$ cat src/rtl/conv_encoder_punct_pkg.sv
// Shared 802.11a encoder definitions: rate codes, default generators and puncture masks.
package conv_encoder_punct_pkg;

  typedef enum logic [1:0] {
    RATE_1_2  = 2'b00,
    RATE_2_3  = 2'b01,
    RATE_3_4  = 2'b10,
    RATE_RSVD = 2'b11
  } rate_e;

  localparam int unsigned DEF_K  = 7;
  localparam logic [6:0]  DEF_G0 = 7'o133;
  localparam logic [6:0]  DEF_G1 = 7'o171;

  // Which mother-code bits survive puncturing in a given phase.
  typedef struct packed {
    logic push_a;
    logic push_b;
  } punct_t;

  function automatic rate_e rate_decode(input logic [1:0] code);
    return (code == RATE_RSVD) ? RATE_1_2 : rate_e'(code);
  endfunction

  function automatic logic [1:0] punct_last_phase(input rate_e r);
    case (r)
      RATE_2_3: return 2'd1;
      RATE_3_4: return 2'd2;
      default:  return 2'd0;
    endcase
  endfunction

  function automatic punct_t punct_mask(input rate_e r, input logic [1:0] phase);
    punct_t m;
    m = '{push_a: 1'b1, push_b: 1'b1};
    if ((r == RATE_2_3 || r == RATE_3_4) && phase == 2'd1) m.push_b = 1'b0;
    if (r == RATE_3_4 && phase == 2'd2) m.push_a = 1'b0;
    return m;
  endfunction

endpackage

$ cat src/rtl/conv_encoder_punct_coded_bit_fifo.sv
// Bit FIFO taking up to two writes and one read per cycle; wr_bits[0] is written first.
module coded_bit_fifo #(
  parameter  int unsigned DEPTH = 4,
  localparam int unsigned LW    = $clog2(DEPTH + 1)
) (
  input  logic          clk,
  input  logic          rst,
  input  logic          clr,
  input  logic [1:0]    wr_n,
  input  logic [1:0]    wr_bits,
  input  logic          rd,
  output logic          head,
  output logic [LW-1:0] level
);

  localparam int unsigned PW = (DEPTH > 1) ? $clog2(DEPTH) : 1;

  logic [DEPTH-1:0] mem;
  logic [PW-1:0]    wr_ptr, rd_ptr, wr_ptr_1;
  logic [LW-1:0]    free;
  logic             rd_en;

  function automatic logic [PW-1:0] ptr_inc(input logic [PW-1:0] p);
    return (p == PW'(DEPTH - 1)) ? '0 : p + 1'b1;
  endfunction

  assign wr_ptr_1 = ptr_inc(wr_ptr);
  assign rd_en    = rd && (level != '0);
  assign free     = LW'(DEPTH) - level;
  assign head     = (level != '0) && mem[rd_ptr];

  // NOTE: storage has no reset; head is masked by level, so stale contents never reach the port.
  always_ff @(posedge clk) begin
    if (!clr) begin
      if (wr_n != 2'd0) mem[wr_ptr]   <= wr_bits[0];
      if (wr_n == 2'd2) mem[wr_ptr_1] <= wr_bits[1];
    end
  end

  // NOTE: non-blocking assignments make every register sample pre-edge values, independent of order.
  always_ff @(posedge clk or posedge rst) begin
    if (rst) begin
      wr_ptr <= '0;
      rd_ptr <= '0;
      level  <= '0;
    end else if (clr) begin
      wr_ptr <= '0;
      rd_ptr <= '0;
      level  <= '0;
    end else begin
      if (wr_n == 2'd1)      wr_ptr <= wr_ptr_1;
      else if (wr_n == 2'd2) wr_ptr <= ptr_inc(wr_ptr_1);
      if (rd_en) rd_ptr <= ptr_inc(rd_ptr);
      level <= level + LW'(wr_n) - LW'(rd_en);
    end
  end

  a_no_overflow: assert property (@(posedge clk) disable iff (rst) (clr || (LW'(wr_n) <= free)));

endmodule

$ cat src/rtl/conv_encoder_punct.sv
// 802.11a rate-1/2 convolutional encoder with runtime puncturing to 2/3 or 3/4,
// feeding a small output FIFO that absorbs the 2:1 expansion.
module conv_encoder_punct
  import conv_encoder_punct_pkg::*;
#(
  parameter int unsigned  K          = DEF_K,
  parameter logic [K-1:0] G0         = K'(DEF_G0),
  parameter logic [K-1:0] G1         = K'(DEF_G1),
  parameter int unsigned  FIFO_DEPTH = 4,
  parameter int unsigned  CNT_W      = 16
) (
  input  logic             clk,
  input  logic             rst,
  input  logic             start,
  input  logic [1:0]       rate,
  input  logic             in_valid,
  input  logic             in_bit,
  output logic             in_ready,
  output logic             out_valid,
  output logic             out_bit,
  input  logic             out_ready,
  output logic             busy,
  output logic [CNT_W-1:0] out_count
);

  localparam int unsigned LW = $clog2(FIFO_DEPTH + 1);

  logic [K-2:0]  state;
  logic [1:0]    phase;
  rate_e         rate_q;
  logic [LW-1:0] level, free;
  logic [K-1:0]  w;
  logic          accept, pop, coded_a, coded_b, head;
  punct_t        mask;
  logic [1:0]    wr_n, wr_bits;

  // Two free slots guarantee room for a full A/B pair regardless of a concurrent pop.
  assign free      = LW'(FIFO_DEPTH) - level;
  assign in_ready  = !rst && !start && (free >= LW'(2));
  assign accept    = in_valid && in_ready;
  assign out_valid = (level != '0);
  assign out_bit   = head;
  assign busy      = out_valid;
  assign pop       = out_valid && out_ready && !start;

  assign w       = {in_bit, state};
  assign coded_a = ^(w & G0);
  assign coded_b = ^(w & G1);
  assign mask    = punct_mask(rate_q, phase);

  // NOTE: outputs get defaults before any branch, so no path through always_comb infers a latch.
  always_comb begin
    wr_n    = 2'd0;
    wr_bits = 2'b00;
    if (accept) begin
      if (mask.push_a && mask.push_b) begin
        wr_n    = 2'd2;
        wr_bits = {coded_b, coded_a};
      end else if (mask.push_a) begin
        wr_n    = 2'd1;
        wr_bits = {1'b0, coded_a};
      end else if (mask.push_b) begin
        wr_n    = 2'd1;
        wr_bits = {1'b0, coded_b};
      end
    end
  end

  always_ff @(posedge clk or posedge rst) begin
    if (rst) begin
      state     <= '0;
      phase     <= 2'd0;
      rate_q    <= RATE_1_2;
      out_count <= '0;
    end else if (start) begin
      state     <= '0;
      phase     <= 2'd0;
      rate_q    <= rate_decode(rate);
      out_count <= '0;
    end else begin
      if (accept) begin
        state <= w[K-1:1];
        phase <= (phase == punct_last_phase(rate_q)) ? 2'd0 : phase + 2'd1;
      end
      if (pop) out_count <= out_count + 1'b1;
    end
  end

  coded_bit_fifo #(.DEPTH(FIFO_DEPTH)) u_fifo (
    .clk     (clk),
    .rst     (rst),
    .clr     (start),
    .wr_n    (wr_n),
    .wr_bits (wr_bits),
    .rd      (pop),
    .head    (head),
    .level   (level)
  );

endmodule

$ cat config.mk
export PLATFORM = sky130hd
export DESIGN_NAME = conv_encoder_punct
export DESIGN_NICKNAME = d
export VERILOG_FILES = /design/src/rtl/conv_encoder_punct_pkg.sv /design/src/rtl/conv_encoder_punct_coded_bit_fifo.sv /design/src/rtl/conv_encoder_punct.sv
export SDC_FILE = /design/constraint.sdc
export NUM_CORES = 1
export LEC_CHECK = 0
export ABC_AREA = 0
export CORE_AREA = 2 2 65 67
export CTS_BUF_LIST = sky130_fd_sc_hd__clkbuf_4 sky130_fd_sc_hd__clkbuf_8
export CTS_CLUSTER_DIAMETER = 40
export DETAILED_ROUTE_END_ITERATION = 12
export DIE_AREA = 0 0 67 69
export PLACE_DENSITY = 0.95
export SYNTH_ARGS = -nofsm -noshare
export SYNTH_HDL_FRONTEND = slang
export SYNTH_HIERARCHICAL = 1
export SYNTH_SLANG_ARGS = --single-unit
$ cat constraint.sdc
create_clock -name clk -period 5.62 [get_ports clk]
set_clock_uncertainty 0.2 [all_clocks]
set_input_delay 0.843 -clock clk [delete_from_list [all_inputs] [get_ports clk]]
set_output_delay 0.843 -clock clk [all_outputs]
set_load 0.02 [all_outputs]
Word-level counts from Yosys, hierarchy flattened
Cells that the tools add are included.
- logic and storage cells: 97
- flip-flop bits (word level): 37
- multiplexer cells: 41
- reduce and logical (&&, ||, !) cells: 23
- equal/unequal tests: 11
- magnitude comparators: 6
- $add $sub $neg: 8
- operators with widths (operator ; count):
    $mux 2 ; 18
    $mux 16 ; 2
    $add 16x1->16 const B ; 1
    $eq 2x2->1 const B ; 7
    $reduce_xor 7->1 ; 2
    $logic_and 1x1->1 ; 12
    $mux 4 ; 3
    $mux 6 ; 2
    $lt 2x3->1 const B ; 3
    $mux 1 ; 9
    $add 2x1->2 const B ; 4
    $bwmux 4 ; 2
    $reduce_bool 2->1 ; 4
    $eq 2x1->1 const B ; 3
    $reduce_bool 3->1 ; 2
    $demux 1 s2 ; 2
    $ge 2x1->1 const B ; 2
    $pmux 2 s2 ; 1
    $add 3x2->3 ; 1
    $ge 3x2->1 const B ; 1
    $mux 3 ; 1
    $sub 3x1->3 ; 1
    $sub 3x3->3 const A ; 1
    $bmux 1 s2 ; 1
    other kinds (3) ; 4

Longest topological paths before layout
Gate-level depths: netlist (run 1).
- depth after elaboration: 12
- depth in mapped cells: 15
- mapped depth without buffers: 14

By module
Netlist (run 1), hierarchy kept.
- by module, submodules not included (module ; cells an instance ; times used ; area an instance (µm²) ; seq. area each (µm²)):
    conv_encoder_punct ; 164 ; 1 ; 1529.0 ; 650.6
    coded_bit_fifo ; 81 ; 1 ; 804.5 ; 295.3

Worst setup path before layout (run 1)
OpenSTA, ideal clock, no wires.
- path kind: input-to-reg
- start point: in start
- end point: reg u_fifo.level[2]
- cell stages on the path: 12
- path slack: 2.538 ns
- path buffers: 1
- arrival time: 2.754 ns
- cells stage by stage: nor2_1 o311a_1 clkbuf_1 and2_1 inv_2 ha_1 inv_1 ha_1 inv_1 fa_1 xnor2_1 nor2_1
- longest elaborated chain between the ends: 8
- elaborated cells on any way between the ends: 10
- classes of those cells: add/sub: 2; mux: 2; reduce/logical: 6
- ends and longest elaborated chain (item ; RTL line ; source):
    start, declared ; conv_encoder_punct.sv:14 ; input logic start,
    $logic_not 1->1 ; - ;
    $logic_and 1x1->1 (2 in series) ; conv_encoder_punct.sv:39 ; assign in_ready = !rst && !start && (free >= LW'(2));
    $logic_and 1x1->1 ; conv_encoder_punct.sv:40 ; assign accept = in_valid && in_ready;
    $mux 2 ; conv_encoder_punct.sv:55 ; if (accept) begin
    named net wr_n[0] ; conv_encoder_punct.sv:35 ; logic [1:0] wr_n, wr_bits;
    $add 3x2->3 ; conv_encoder_punct_coded_bit_fifo.sv:54 ; level <= level + LW'(wr_n) - LW'(rd_en);
    $sub 3x1->3 ; conv_encoder_punct_coded_bit_fifo.sv:54 ;
    $mux 3 ; conv_encoder_punct_coded_bit_fifo.sv:46 ; end else if (clr) begin
    end signal, assigned ; conv_encoder_punct_coded_bit_fifo.sv:54 ;
    end, declared ; conv_encoder_punct_coded_bit_fifo.sv:13 ; output logic [LW-1:0] level
The timed path passes the listed nets, and every way through them passes these cells.
A chain may end at the register's enable or synchronous reset.

Worst setup path after layout (run 1)
Ends and elaborated chain as after synthesis.

==> results.yml, run 1 <==
sta:
  final_hold_viol_count: 0
  slew_headroom_pct: 33.4
  setup_viol: 0
  rsz0062_at_grt: "no"
  worst_slack_ns: 1.71
  tightest_slew_ns: 0.998
  layout_min_cycle_time_ns: 3.91
  finalCritPeriodShare_pct: 69.6
  report.final.slew_viol_count: 0
  fmax_ghz: 0.256
  setup_tns_ns: 0
clock_tree:
  ctsHoldBuffers: 0
  clk_latency_ns: 0.29
  cts_made_buffers: 5
  cts_buffer_depth: 2
  post_cts_buffers: 0
  clkTransAtPathRegs_ns: 0.08
  htreeDepth: 2
  cts_resized: 0
  clock-sinks: 37
  cts_tree: "done"
  cts_root_buf: "clkbuf_8"
cells_and_area:
  layout_common_cells: "dfrtp_1 (33), clkdlybuf4s50_1 (27), nand2_1 (24)"
  fillers: 289
  final_common_cell: "dfrtp_1"
  final_core_util_pct: 69.9
  n_antenna_cell: 0
  final_area_um2: 2730
  syn_to_final_growth_pct: 17.2
  nNetsFinal: 299
  drive_gt1_share_pct: 5.54
die:
  rows: 23
  initial_utilization_pct: 59.6
  die_w_um: 67
  die_y_um: 69
  ioPinCount: 28
  dieArea_um2: 4620
  coreArea_um2: 3910
setup_path:
  cp.arrival_ns: 3.87
  end_kind: "register"
  worst_setup_path_start_kind: "input port"
  required_ns: 5.58
  crit_type: "input port to register"
  path_max_fanout: 39
yosys:
  yosysUniqueCellTypes: 47
  synth-seq-area-share_pct: 40.5
  synthFlopType: "dfrtp_1"
  yosys.area.top_type: "dfrtp_1"
  ys_top_cells_by_area: "dfrtp_1 (35%), ha_1 (11%), edfxtp_1 (5.1%)"
  synth-seq-cells: 37
  syn_nets: 274
  synth_top_area_share_pct: 35.4
  ys_warn_count: 6
  netlist_area_um2: 2330
  synth_area_per_cell_um2: 9.52
  synth_edf_count: 4
  ys_async_sr_fraction_pct: 89.2
  syn-instance-count: 245
power:
  p_total_w: 0.000709
  leakagePower_nw: 1.20
  powerDensity_nw_per_um2: 259
  peakVddDrop_mv: 0.178
run_status:
  status: "complete, no violations"
global_routing:
  grt_max_degree: 40
  grt_pass1_wl_mm: 7.43
  grt_pass1_vias: 1668
  grt_usage_pct: 21.0
  overflow: 0
  grt_antenna_before_repair: 0
route:
  wl_per_cell_um: 14.2
  vias: 1813
  drt_iter0_drc: 142
  viasPerCell: 5.65
  drc: 0
  first_pass_iters: 4
  drt_wl_total_mm: 4.55
  ant_nets: 0
hold_path:
  hold_class: "register to register"
placement:
  dp.final_hpwl_mm: 3.23
  place_ws_ns: 1.47
  numPortBuffers: 27
  placed_cell_area_um2: 2620
  gp_congestion: 0.820
flow_run:
  drv_cap: 0
-- layer usage --
layer  vias to the layer above  global-route usage (%)  part of all wire [%]
met5                         -                       0                     0
met2                        39                    32.6                    49
met3                         9                    4.73                   3.7
met4                         0                    8.84                   1.9
li1                        886                       -                     -
met1                       879                    28.0                    45
-- stage by stage --
step / instances / hold slack, ns
6_report: 321 / 0.314
5_1_grt: 321 / 0.352
4_1_cts: 321 / 0.315
3_5_place_dp: 313 / 0.298
3_3_place_gp: 313 / 0.272
2_1_floorplan: 245 / 0.251
-- cell type report --
class / count / area, um2 / area share (%)
multi-input combinational: 174 / 1240 / 45.4
inverter: 24 / 90.1 / 3.30
clock inverter: 2 / 38.8 / 1.42
sequential: 37 / 946 / 34.6
clock buffer: 6 / 76.3 / 2.79
tap: 50 / 62.6 / 2.29
timing repair buffer: 28 / 278 / 10.2
-- state kept, by name (all words and copies together) (netlist names) --
name	count
out_count	16
phase	2
rate_q	2
state	6
u_fifo/level	3
u_fifo/mem	4
u_fifo/rd_ptr	2
u_fifo/wr_ptr	2
-- cell usage after synthesis (3+ instances only) --
cell,number
xnor2_1,8
nand4_1,4
a21oi_1,11
or3_1,4
dfrtp_1,33
edfxtp_1,4
and2_1,5
xor2_1,10
inv_1,23
nand3_1,5
nand2b_1,7
clkbuf_1,5
nand2_1,24
o21ai_0,11
nor2_1,19
nor2b_1,6
mux2i_1,5
ha_1,20
nand3b_1,3
-- critical path, cell delays in order --
cell	delay [ns]
clkdlybuf4s50_1	0.39
buf_4	0.24
nor2_1	0.21
o311a_1	0.44
and2_1	0.41
inv_2	0.11
ha_1	0.30
inv_1	0.06
ha_1	0.15
inv_1	0.05
fa_1	0.37
xnor2_1	0.19
nor2_1	0.07
-- cells by family (layout without fill, tap and decap cells) --
group | Yosys count | after routing | synth area share [%]
AOI/OAI and AO/OA | 41 | 41 | 11.4
and+or+nand+nor | 86 | 86 | 19.5
DFF | 37 | 37 | 40.5
xor gates and xnor gates | 18 | 18 | 6.76
adders and majority gates | 21 | 21 | 11.6
buffers and inverters | 34 | 60 | 6.22
muxes | 8 | 8 | 4.08
-- worst paths after layout --
kind                                  from  cells past startpoint  slack (ns)         endpoint
max                                  start                     13        1.71  u_fifo/level[2]
min                               state[2]                      2        0.31         state[1]
max reg2reg                u_fifo/level[0]                     14        2.06  u_fifo/level[2]
min reg2reg                       state[2]                      2        0.31         state[1]
max in group asynchronous              rst                      2        3.63         phase[0]
min in group asynchronous              rst                      2        0.69  u_fifo/level[0]
-- power breakdown --
| part | internal, W | switching, W |
|---|---|---|
| combinational | 0.0000783 | 0.0000929 |
| clock | 0.000138 | 0.0000965 |
| sequential | 0.000286 | 0.0000173 |
Power figures use the tool's default switching activity.
==> run 2, diff against run 1 <==
--- a/config.mk
+++ b/config.mk
@@ -6,12 +6,12 @@
 export NUM_CORES = 1
 export LEC_CHECK = 0
 export ABC_AREA = 0
-export CORE_AREA = 2 2 65 67
+export CORE_AREA = 2 2 70 72
 export CTS_BUF_LIST = sky130_fd_sc_hd__clkbuf_4 sky130_fd_sc_hd__clkbuf_8
 export CTS_CLUSTER_DIAMETER = 40
 export DETAILED_ROUTE_END_ITERATION = 12
-export DIE_AREA = 0 0 67 69
-export PLACE_DENSITY = 0.95
+export DIE_AREA = 0 0 72 74
+export PLACE_DENSITY = 0.87
 export SYNTH_ARGS = -nofsm -noshare
 export SYNTH_HDL_FRONTEND = slang
 export SYNTH_HIERARCHICAL = 1
==> constraint.sdc (replaced) <==
create_clock -name clk -period 3.4 [get_ports clk]
set_clock_uncertainty 0.2 [all_clocks]
set_input_delay 0.51 -clock clk [delete_from_list [all_inputs] [get_ports clk]]
set_output_delay 0.51 -clock clk [all_outputs]
set_load 0.02 [all_outputs]
==> results.yml, run 2 (synthesized netlist as in run 1, its figures left out) <==
sta:
  final_hold_viol_count: 0
  report.final.slew_viol_count: 0
  finalCritPeriodShare_pct: 89.6
  layout_min_cycle_time_ns: 3.05
  setup_tns_ns: 0
  rsz0062_at_grt: "no"
  tightest_slew_ns: 0.992
  slew_headroom_pct: 33.8
  setup_viol: 0
  fmax_ghz: 0.328
die:
  die_w_um: 72
  initial_utilization_pct: 50.7
  ioPinCount: 28
  dieArea_um2: 5330
  coreArea_um2: 4600
  rows: 25
  die_y_um: 74
cells_and_area:
  regMostFlops: "out_count"
  drive_gt1_share_pct: 7.25
  top_regs: "out_count: 16 flops, state: 6 flops, u_fifo/mem: 4 flops"
  fin_cells: 330
  largest_register_ffs: 16
  fillers: 377
  nNetsFinal: 304
  syn_to_final_growth_pct: 19.0
  n_antenna_cell: 0
  final_common_cell: "dfrtp_1"
  layout_common_cells: "dfrtp_1 (33), clkdlybuf4s50_1 (27), nand2_1 (24)"
setup_path:
  crit_family: "adder cells"
  required_ns: 3.37
  cp_slowest_cell: "dfrtp_1"
  path_max_fanout: 6
  end_kind: "register"
  crit_buf_inv: 5
  worst_setup_path_start_kind: "register"
  cp.arrival_ns: 3.02
  slowest_delay_ns: 0.42
  crit_type: "register to register"
  crit_chain: "inv_1 > ha_1 > ha_1 > inv_1 > o311a_1 > and2_1 > inv_2 > ha_1 > inv_1 > ha_1 > inv_1 > fa_1 > xnor2_1 > nor2_1"
clock_tree:
  cts_root_buf: "clkbuf_8"
  cts_made_buffers: 5
  clkTransAtPathRegs_ns: 0.08
  cts_resized: 0
  ctsHoldBuffers: 0
  htreeDepth: 2
  post_cts_buffers: 0
  cts_tree: "done"
  cts_buffer_depth: 2
  clk_latency_ns: 0.30
  clock-sinks: 37
route:
  first_pass_iters: 4
  drt_wl_total_mm: 4.48
  vias: 1821
  ant_nets: 0
  viasPerCell: 5.52
  wl_per_cell_um: 13.6
  drc: 0
  drt_iter0_drc: 96
power:
  leakagePower_nw: 1.22
  peakVddDrop_mv: 0.228
  powerDensity_nw_per_um2: 425
placement:
  numPortBuffers: 27
  dp.cells: 322
  gp_congestion: 0.864
  dp.final_hpwl_mm: 3.27
global_routing:
  grt_pass1_vias: 1777
  grt_antenna_before_repair: 0
  grt_max_degree: 38
  grt_usage_pct: 19.5
  overflow: 0
  grt_pass1_wl_mm: 8.14
hold_path:
  hold_class: "register to register"
flow_run:
  drv_cap: 0
run_status:
  status: "complete, no violations"
-- run 2: worst paths after layout --
path | end | slack [ns] | start | cells after the start
max in group asynchronous | state[5] | 1.76 | rst | 2
worst max-delay path | u_fifo/level[2] | 0.35 | u_fifo/level[0] | 14
min in group asynchronous | u_fifo/wr_ptr[0] | 0.36 | rst | 2
worst min register to register | state[1] | 0.29 | state[2] | 2
worst max register to register | u_fifo/level[2] | 0.35 | u_fifo/level[0] | 14
worst min-delay path | state[1] | 0.29 | state[2] | 2
-- run 2: where the power goes --
part / total, W / internal (W) / switching [W]
Clock: 0.000395 / 0.000228 / 0.000167
Sequential: 0.000499 / 0.000472 / 0.0000276
Combinational: 0.000285 / 0.000137 / 0.000149
Total: 0.00118 / 0.000837 / 0.000344
-- run 2: per-layer routing --
layer	vias up	global-route usage, %	wire, um	part of all wire, %
met5	-	0	0	0
met4	0	7.55	89	2.0
met3	8	4.34	131	2.9
met2	30	31.7	2140	48
met1	891	25.8	2120	47
li1	892	-	-	-
-- run 2: worst register-to-register path: cells and delay by family, from the launching register on --
family | cells | cell delay (ns)
AOI/OAI and AO/OA | 1 | 0.35
xor gates and xnor gates | 1 | 0.16
adders and majority gates | 5 | 1.21
buffers and inverters | 5 | 0.36
DFF | 1 | 0.42
and+or+nand+nor | 2 | 0.24
-- run 2: cell type report --
| cell class | count | area (um2) | share of cell area (%) |
|---|---|---|---|
| Timing Repair Buffer | 33 | 315 | 11.4 |
| Clock buffer | 6 | 76.3 | 2.75 |
| Tap cell | 54 | 67.6 | 2.43 |
| Sequential cell | 37 | 946 | 34.1 |
| Multi-Input combinational cell | 174 | 1240 | 44.7 |
| Inverter | 24 | 90.1 | 3.24 |
| Clock inverter | 2 | 38.8 | 1.40 |
-- run 2: per-stage QoR --
stage                     power [W]  util (%)  setup WS (ns)  hold slack [ns]  cell area (um2)
after floorplan            0.000699         -          0.335            0.113             2330
after global placement     0.000783      57.9          0.405            0.261             2660
after detailed placement   0.000794      57.9          0.328            0.286             2660
after CTS                   0.00119      60.4          0.352            0.291             2780
after global routing        0.00125      60.4         0.0925            0.349             2780
final                       0.00118      60.4          0.352            0.292             2780
==> run 3, diff against run 2 <==
--- a/config.mk
+++ b/config.mk
@@ -12,6 +12,7 @@
 export DETAILED_ROUTE_END_ITERATION = 12
 export DIE_AREA = 0 0 72 74
 export PLACE_DENSITY = 0.87
+export SKIP_CTS_REPAIR_TIMING = 1
 export SYNTH_ARGS = -nofsm -noshare
 export SYNTH_HDL_FRONTEND = slang
 export SYNTH_HIERARCHICAL = 1
==> results of run 3 <==
Final layout, timing and power as in run 2 (identical DEF).
